**config.mk**
```make
export PLATFORM = sky130hd
export DESIGN_NAME = fetch_unit_flat
export DESIGN_NICKNAME = d
export VERILOG_FILES = /design/src/rtl/fetch_unit_if.sv /design/src/rtl/fetch_unit.sv /design/src/flat_wrapper.sv
export SDC_FILE = /design/constraint.sdc
export NUM_CORES = 1
export LEC_CHECK = 0
export CORE_ASPECT_RATIO = 1.2
export CORE_MARGIN = 4
export CORE_UTILIZATION = 45
export DETAILED_ROUTE_END_ITERATION = 10
export GPL_ROUTABILITY_DRIVEN = 0
export PLACE_DENSITY = 0.91
export SKIP_CTS_REPAIR_TIMING = 1
export SYNTH_ARGS = -nofsm -noshare
export SYNTH_HDL_FRONTEND = slang
export SYNTH_SLANG_ARGS = --single-unit
```
**constraint.sdc**
```tcl
create_clock -name clk -period 1.94 [get_ports clk]
set_input_delay 0.485 -clock clk [delete_from_list [all_inputs] [get_ports clk]]
set_output_delay 0.485 -clock clk [all_outputs]
set_load 0.005 [all_outputs]
```
**src/rtl/fetch_unit_if.sv**
```systemverilog
// Instruction-memory read port: request/address out of the fetch unit,
// acknowledge/data back from memory.
interface fetch_unit_if #(
    parameter int PC_W = 8
);
    logic            imem_req;
    logic [PC_W-1:0] imem_addr;
    logic            imem_ack;
    logic [15:0]     imem_rdata;

    modport master (
        output imem_req,
        output imem_addr,
        input  imem_ack,
        input  imem_rdata
    );

    modport slave (
        input  imem_req,
        input  imem_addr,
        output imem_ack,
        output imem_rdata
    );
endinterface

```
**src/rtl/fetch_unit.sv**
```systemverilog
// Program counter, instruction fetch engine and instruction register for the
// accumulator CPU; detects HALT and aborts fetches that never get acknowledged.
module fetch_unit #(
    parameter int PC_W    = 8,
    parameter int TIMEOUT = 15
) (
    input  logic            clk,
    input  logic            reset,
    input  logic            LoadIR,
    input  logic            IncPC,
    input  logic            LoadPC,
    input  logic            SelPC,
    input  logic [PC_W-1:0] reg_target,
    fetch_unit_if.master    mem,
    output logic [7:0]      Opcode,
    output logic [7:0]      Immediate,
    output logic [PC_W-1:0] PC,
    output logic            ir_valid,
    output logic            busy,
    output logic            fetch_err,
    output logic            halted
);
    localparam int              CNT_W    = $clog2(TIMEOUT);
    localparam logic [CNT_W-1:0] CNT_LAST = CNT_W'(TIMEOUT - 1);
    localparam logic [7:0]      OP_HALT  = 8'h0F;

    typedef enum logic {
        IDLE = 1'b0,
        WAIT = 1'b1
    } state_t;

    state_t          state_q;
    logic [PC_W-1:0] pc_q;
    logic [PC_W-1:0] pc_d;
    logic [PC_W-1:0] imm_target;
    logic [15:0]     ir_q;
    logic [CNT_W-1:0] cnt_q;
    logic            req_q;
    logic [PC_W-1:0] addr_q;
    logic            valid_q;
    logic            err_q;
    logic            halted_q;

    // Size cast zero-extends or truncates the 8-bit immediate to the PC width.
    assign imm_target = PC_W'(ir_q[7:0]);

    always_comb begin
        pc_d = pc_q;
        if (!halted_q) begin
            if (LoadPC)
                pc_d = SelPC ? imm_target : reg_target;
            else if (IncPC)
                pc_d = pc_q + PC_W'(1);
        end
    end

    always_ff @(posedge clk or negedge reset) begin
        if (!reset) begin
            state_q  <= IDLE;
            pc_q     <= '0;
            ir_q     <= '0;
            cnt_q    <= '0;
            req_q    <= 1'b0;
            addr_q   <= '0;
            valid_q  <= 1'b0;
            err_q    <= 1'b0;
            halted_q <= 1'b0;
        end else begin
            pc_q <= pc_d;
            case (state_q)
                IDLE: begin
                    // Address is latched from the pre-update PC so a same-edge IncPC
                    // does not move the fetch.
                    if (LoadIR && !halted_q) begin
                        state_q <= WAIT;
                        req_q   <= 1'b1;
                        addr_q  <= pc_q;
                        valid_q <= 1'b0;
                        err_q   <= 1'b0;
                        cnt_q   <= '0;
                    end
                end
                WAIT: begin
                    // Acknowledge is checked first so it wins over a coincident timeout.
                    if (mem.imem_ack) begin
                        state_q <= IDLE;
                        ir_q    <= mem.imem_rdata;
                        valid_q <= 1'b1;
                        req_q   <= 1'b0;
                        if (mem.imem_rdata[15:8] == OP_HALT)
                            halted_q <= 1'b1;
                    end else if (cnt_q == CNT_LAST) begin
                        state_q <= IDLE;
                        ir_q    <= '0;
                        valid_q <= 1'b1;
                        err_q   <= 1'b1;
                        req_q   <= 1'b0;
                    end else begin
                        cnt_q <= cnt_q + CNT_W'(1);
                    end
                end
                default: state_q <= IDLE;
            endcase
        end
    end

    assign mem.imem_req  = req_q;
    assign mem.imem_addr = addr_q;
    assign Opcode        = ir_q[15:8];
    assign Immediate     = ir_q[7:0];
    assign PC            = pc_q;
    assign ir_valid      = valid_q;
    assign busy          = (state_q == WAIT);
    assign fetch_err     = err_q;
    assign halted        = halted_q;
endmodule
```
**src/flat_wrapper.sv**
```systemverilog
// flat-port wrapper written by rule: the top's interface ports become plain ports
module fetch_unit_flat 
#(
    parameter int PC_W    = 8,
    parameter int TIMEOUT = 15
)
  (clk, reset, LoadIR, IncPC, LoadPC, SelPC, reg_target, Opcode, Immediate, PC, ir_valid, busy, fetch_err, halted, mem_imem_req, mem_imem_addr, mem_imem_ack, mem_imem_rdata);
  fetch_unit_if #(.PC_W(PC_W)) mem_i ();
  input  logic clk;
  input  logic reset;
  input  logic LoadIR;
  input  logic IncPC;
  input  logic LoadPC;
  input  logic SelPC;
  input  logic [PC_W-1:0] reg_target;
  output logic [7:0] Opcode;
  output logic [7:0] Immediate;
  output logic [PC_W-1:0] PC;
  output logic ir_valid;
  output logic busy;
  output logic fetch_err;
  output logic halted;
  output wire logic [$bits(mem_i.imem_req)-1:0] mem_imem_req;
  output wire logic [$bits(mem_i.imem_addr)-1:0] mem_imem_addr;
  input wire logic [$bits(mem_i.imem_ack)-1:0] mem_imem_ack;
  input wire logic [$bits(mem_i.imem_rdata)-1:0] mem_imem_rdata;
  assign mem_imem_req = mem_i.imem_req;
  assign mem_imem_addr = mem_i.imem_addr;
  assign mem_i.imem_ack = mem_imem_ack;
  assign mem_i.imem_rdata = mem_imem_rdata;
  fetch_unit #(.PC_W(PC_W), .TIMEOUT(TIMEOUT)) u_core (.clk(clk), .reset(reset), .LoadIR(LoadIR), .IncPC(IncPC), .LoadPC(LoadPC), .SelPC(SelPC), .reg_target(reg_target), .mem(mem_i), .Opcode(Opcode), .Immediate(Immediate), .PC(PC), .ir_valid(ir_valid), .busy(busy), .fetch_err(fetch_err), .halted(halted));
endmodule
```
== Word level (Yosys, flattened, before mapping) ==
Cells that the tools add are included.
Cells by class
  add/sub/neg operators: 2
  eq/ne operators: 7
  mux-type cells: 23
  bitwise logic cells: 2
  reduce and logical (&&, ||, !) cells: 11
Operators with widths (count)
  16-bit 2-to-1 mux: 2
  8-bit 2-to-1 mux: 3
  4-bit 2-to-1 mux: 3
  1-bit 2-to-1 mux: 10
  3-bit AND reduction: 3
  8-bit by 1-bit adder with 8-bit output (second input constant): 1
  8-bit by 4-bit equality test with 1-bit output (second input constant): 1
  1-bit one-hot mux with 2 select lines: 4
  4-bit one-hot mux with 2 select lines: 1
  2-bit AND reduction: 4
  2-bit != test (second input constant): 3
  4-bit by 1-bit adder with 4-bit output (second input constant): 1
  4-bit equality test (second input constant): 1
  2-bit nonzero test: 2
  3-bit != test (second input constant): 1
  2-bit by 1-bit != test with 1-bit output (second input constant): 1
  1-bit inverter: 2
  1-bit logical AND: 1
  1-bit logical NOT: 1
Storage, ports and cells
  bits in registers: 41
  bits of input ports: 31
  output and inout port bits: 37

== Longest topological paths before layout ==
Gate-level depths: netlist of run 1.
  depth after elaboration: 4
  depth in mapped cells: 7

== Worst setup path after synthesis of run 1 ==
Ideal clock, no wire load.
  kind: register to register
  from: register u_core.cnt_q[0]
  to: register u_core.ir_q[0]
  arrival: 1419 ps
  required time: 1819 ps
  path slack: 400 ps
  cell stages (with the launch flop): 8
  path buffers: 2
  clock period less this slack: 1540 ps
  cell sequence: dfrtp_1 > inv_1 > ha_1 > a31oi_2 > nand2b_4 > buf_6 > buf_6 > a22o_1
On the way
  cells in the longest elaborated chain, start to end: 3
RTL lines
  from (decl): RTL line fetch_unit.sv:37  | logic [CNT_W-1:0] cnt_q;
  from (signal assigned): RTL line fetch_unit.sv:99  | cnt_q <= cnt_q + CNT_W'(1);
  4-bit equality test: RTL line fetch_unit.sv:92  | end else if (cnt_q == CNT_LAST) begin
  2-bit nonzero test (no source line)
  2-bit AND reduction (no source line)
  to (signal assigned): RTL line fetch_unit.sv:87  | ir_q <= mem.imem_rdata;
  to (decl): RTL line fetch_unit.sv:36  | logic [15:0] ir_q;
No other way between the ends.
A chain may end at the register's enable or synchronous reset.

== Final worst setup path of run 1 ==
  from: register u_core.state_q (netlist: u_core.busy)
  to: output busy
RTL lines
  from (decl): RTL line fetch_unit.sv:32  | state_t state_q;
  from (signal assigned): RTL line fetch_unit.sv:59  | state_q <= IDLE;
  from (signal assigned): RTL line fetch_unit.sv:75  | state_q <= WAIT;
  from (signal assigned): RTL line fetch_unit.sv:86  | state_q <= IDLE;
  to (decl): RTL line flat_wrapper.sv:20  | output logic busy;
No word-level cell between the ends.

==> results.tsv, run 1 <==
metric	value	unit
status	completed	
cts_made_buffers	5	
fillCellCount	306	
arrival	1.35	ns
power.share.combinational	0.338	
critPathBufInv	1	
synth-warning-count	0	
layout_commonest_cell	clkdlybuf4s50_1	
start_util	0.480	
pin_count	68	
p_leak	1.22	nW
startpoint_type	register	
grt_pass1_wl	8110	µm
final_util	0.689	
seqPwrFrac	0.462	
clkPwrFrac	0.201	
htreeDepth	2	
regArea	0.00103	mm²
final_layout_size_suffix_gt1_frac	0.140	
synthTopCellsByArea	dfrtp_1 (53%), a22o_1 (7.2%), mux2_2 (5.2%)	
p_per_area	967	mW/mm²
critPathKind	reg2out	
rows	25	
tritoncts	yes	
hold_viol_final	0	
ys_seq_area_frac	0.530	
synth_edf_count	0	
min_period_over_period	0.947	
slowest_delay	0.56	ns
netlist_area	0.00194	mm²
firstDrtPassIters	6	
insertion_delay	0.29	ns
chipHeight	79.9	µm
clock_sinks	41	
synth_ff_type	dfrtp_1	
grt.overflow.total	0	
synth_nets	199	
grt_max_degree	42	
clkTransAtPathRegs	0.08	ns
viasPerCell	5.43	
ant_nets	0	
critPathRequiredTime	1.45	ns
crit_chain	clkdlybuf4s50_1	
synth_largest_area_cell	dfrtp_1	
worst_pin_slew	0.608	ns
period_needed	1.84	ns
synth_area_per_cell	11.7	µm²
report.final.slew_viol_count	0	
relSlewSlack	0.595	
swShare	0.291	
slowest_stage	clkdlybuf4s50_1	
num_antenna_cells	0	
detail_route.wl_per_cell	16.4	µm
max_freq	0.544	GHz
drc	0	
synth_cells	165	
final-setup-viol-count	0	
power.internal	0.00191	W
core_area	0.00404	mm²
synthArstFlopShare	1.00	
finalWirelength	4860	µm
min_path_type	in2async	
skew	0.00739	ns
vias	1612	
vdd_drop_max	0.519	mV
synth_seq_cells	41	
clockRootBuffer	clkbuf_8	
multi_input_area	812	µm²
netlist.area_leader.share	0.530	
layout_common_cells	clkdlybuf4s50_1 (66), dfrtp_1 (41), a22o_1 (16)	
rsz0062_at_grt	no	
grt_usage	0.198	
port_buffers	67	
cpLargestDelayFamily	buffers and inverters	
fin_tns_setup	0	ns
power.switching	0.000783	W
dp_hpwl	3660	µm
syn_to_final_growth	43.5	%
die_w	67.9	µm
die-area	0.00542	mm²
final_nets	276	
cts_buffer_depth	2	
antenna_found_initial	0	
setup.worst_path.end_class	primary output	
drt_iter0_drc	57	
cp_max_fo	7	
grt_pass1_vias	1763	
cap_violations	0	
ys_types	37	
layout make-up:
cell class / instances / share of cell area
Clock buffer: 6 / 0.0261
Clock inverter: 2 / 0.00360
Inverter: 6 / 0.00810
Multi-Input combinational cell: 109 / 0.292
Sequential cell: 41 / 0.369
Tap cell: 54 / 0.0243
Timing Repair Buffer: 79 / 0.276
final timing paths:
path	startpoint	end	slack, ns	cells past startpoint
hold / removal	reset	u_core.fetch_err	0.25	2
setup reg to reg	u_core.PC[0]	u_core.PC[6]	0.31	5
setup / recovery	u_core.busy	busy	0.10	1
max in group asynchronous	reset	u_core.mem.imem_addr[1]	1.33	2
hold reg to reg	u_core.mem.imem_req	u_core.mem.imem_req	0.49	1
min in group clk	u_core.mem.imem_req	u_core.mem.imem_req	0.49	1
state kept, by name (all words and copies together) (netlist names):
name                  flops
u_core.halted             1
u_core.mem.imem_addr      8
u_core.fetch_err          1
u_core.PC                 8
u_core.mem.imem_req       1
u_core.ir_q              16
u_core.ir_valid           1
u_core.busy               1
u_core.cnt_q              4
kinds of logic (layout without fill, tap and decap cells):
logic type,count (synthesis),after routing,synth area share
simple gates,41,41,0.115
flops,41,41,0.530
compound gates,45,45,0.175
buf+inv,15,93,0.0510
fa+ha+maj,3,3,0.0194
mux,20,20,0.110
per-layer routing:
layer | share of wire | vias to the layer above | GRT usage
met2 | 0.52 | 61 | 0.325
li1 | - | 765 | -
met1 | 0.41 | 778 | 0.240
met4 | 0.021 | 0 | 0.103
met5 | 0 | - | 0
met3 | 0.052 | 8 | 0.0394
cell usage after synthesis, types with 2 or more instances:
cell / count
inv_1: 6
nor2_1: 7
a21o_1: 2
nand4_1: 2
mux2_2: 9
a221oi_1: 2
buf_2: 4
dfrtp_1: 41
nor3_1: 5
or4_1: 2
a22o_1: 16
o21ai_0: 7
ha_1: 3
buf_6: 5
a21oi_1: 8
nand3_1: 4
mux2i_1: 10
nand2_1: 10
a31oi_1: 3
nand2b_1: 2
per-stage QoR:
stage	hold WS (ns)	instance area, µm²	std cells	setup WS, ns	total power (W)
global route	0.306	2780	297	0.0507	0.00285
detailed placement	0.476	2700	289	0.00573	0.00217
CTS	0.266	2780	297	0.103	0.00271
global placement	0.460	2700	289	0.0551	0.00214
floorplan	0.189	1940	165	0.400	0.00159
finish	0.247	2780	297	0.103	0.00269
power groups by stage:
stage / Clock [W] / Combinational [W] / Sequential [W]
finish: 0.000539 / 0.000908 / 0.00124
global route: 0.000583 / 0.000990 / 0.00128
CTS: 0.000549 / 0.000922 / 0.00124
detailed placement: 0 / 0.000919 / 0.00126
global placement: 0 / 0.000888 / 0.00125
floorplan: 0 / 0.000353 / 0.00123
(Power assumes the default switching activity.)
==> run 2, diff against run 1 <==
- clock period: 1.94 -> 1.81 ns (I/O delays scaled with it)
==> run 2 against run 1 <==
Compared with the run above:
- sequential share of layout area is essentially flat
- cell count up 0.34%
- die area stayed put
- via count increased by 0.68%
- global-route usage decreased by 0.42 points
- worst setup slack worse by 0.033 ns
- routed wire length down 1.7%
- clock power up 6.1%
- highest routed layer unchanged
- critical path type unchanged
- largest power group unchanged
- critical path depth stayed put
- first-iteration DRC count rose by 130%
- power grew 6.8%
==> results.tsv, run 2 (same netlist as run 1, synthesis figures left out) <==
metric	value	unit
status	completed	
period_needed	1.74	ns
fin_ws	0.0695	ns
detail_route.wl_per_cell	16.0	µm
chipHeight	79.9	µm
worst_pin_slew	0.590	ns
critPathBufInv	1	
fillCellCount	301	
grt.overflow.total	0	
seqPwrFrac	0.465	
grt_max_degree	23	
cts_buffer_depth	2	
power.internal	0.00205	W
pin_count	68	
grt_pass1_wl	7830	µm
htreeDepth	2	
ant_nets	0	
cap_violations	0	
vias	1623	
critPathRequiredTime	1.36	ns
drc	0	
layout_commonest_cell	clkdlybuf4s50_1	
power.switching	0.000827	W
whs	0.128	ns
power	0.00287	W
firstDrtPassIters	5	
place_ws	-0.0656	ns
min_path_type	in2async	
clock_sinks	41	
hold_viol_final	0	
startpoint_type	register	
report.final.slew_viol_count	0	
slowest_stage	clkdlybuf4s50_1	
p_leak	1.22	nW
finalWirelength	4780	µm
min_period_over_period	0.962	
syn_to_final_growth	44.1	%
clkTransAtPathRegs	0.08	ns
die-area	0.00542	mm²
grt_usage	0.194	
grt_pass1_vias	1654	
placed_area	0.00270	mm²
drt_iter0_drc	130	
final-setup-viol-count	0	
core_area	0.00404	mm²
final_layout_size_suffix_gt1_frac	0.156	
tritoncts	yes	
setup.worst_path.end_class	primary output	
final_nets	277	
antenna_found_initial	0	
arrival	1.29	ns
rsz0062_at_grt	no	
swShare	0.288	
skew	0.00721	ns
max_freq	0.575	GHz
largest_register_ffs	16	
p_per_area	1030	mW/mm²
clkPwrFrac	0.199	
power.share.combinational	0.336	
relSlewSlack	0.607	
top_register	u_core.ir_q	
port_buffers	67	
critPathKind	reg2out	
cpLargestDelayFamily	buffers and inverters	
insertion_delay	0.29	ns
cts_made_buffers	5	
layout_common_cells	clkdlybuf4s50_1 (66), dfrtp_1 (38), a22o_1 (16)	
viasPerCell	5.45	
crit_chain	clkdlybuf4s50_1	
rows	25	
num_antenna_cells	0	
die_w	67.9	µm
slowest_delay	0.54	ns
start_util	0.480	
dp_hpwl	3640	µm
final_area	0.00279	mm²
cp_max_fo	9	
clockRootBuffer	clkbuf_8	
final_util	0.691	
vdd_drop_max	0.576	mV
[run 2: stage by stage]
| step | TNS (ns) | instances |
|---|---|---|
| finish | 0 | 298 |
| global route | 0 | 298 |
| CTS | -0.0488 | 298 |
| detailed placement | -0.0909 | 290 |
| global placement | -0.0657 | 290 |
| floorplan | 0 | 165 |
[run 2: layout make-up]
cell class              instances  area, µm²  area share
flip-flops and latches         41       1030       0.369
multi-input cells             109        812       0.291
repair buffers                 80        776       0.278
clock buffers                   6       72.6      0.0260
well taps                      54       67.6      0.0242
inverters                       6       22.5     0.00807
clock inverters                 2       10.0     0.00359
[run 2: per-layer routing]
layer  wire, µm  up-vias  global-route usage
met5          0        -                   0
met4         91        0              0.0795
met3        315        8              0.0352
met2       2470       72               0.334
met1       1900      779               0.233
li1           -      764                   -
[run 2: final timing paths]
| check | start | depth (start not counted) | slack [ns] | end |
|---|---|---|---|---|
| max | u_core.halted | 1 | 0.07 | halted |
| min | reset | 1 | 0.13 | u_core.ir_q[0] |
| max reg2reg | u_core.PC[1] | 5 | 0.23 | u_core.PC[6] |
| min reg2reg | u_core.mem.imem_req | 1 | 0.48 | u_core.mem.imem_req |
| max in group asynchronous | reset | 2 | 1.19 | u_core.PC[0] |
| min in group clk | u_core.mem.imem_req | 1 | 0.48 | u_core.mem.imem_req |
[run 2: power by group through the flow]
stage	registers, W	clock network, W	logic, W
3_3_place_gp	0.00134	0	0.000953
3_5_place_dp	0.00134	0	0.000978
5_1_grt	0.00136	0.000625	0.00106
6_report	0.00133	0.000572	0.000966
4_1_cts	0.00133	0.000588	0.000982
2_1_floorplan	0.00132	0	0.000378
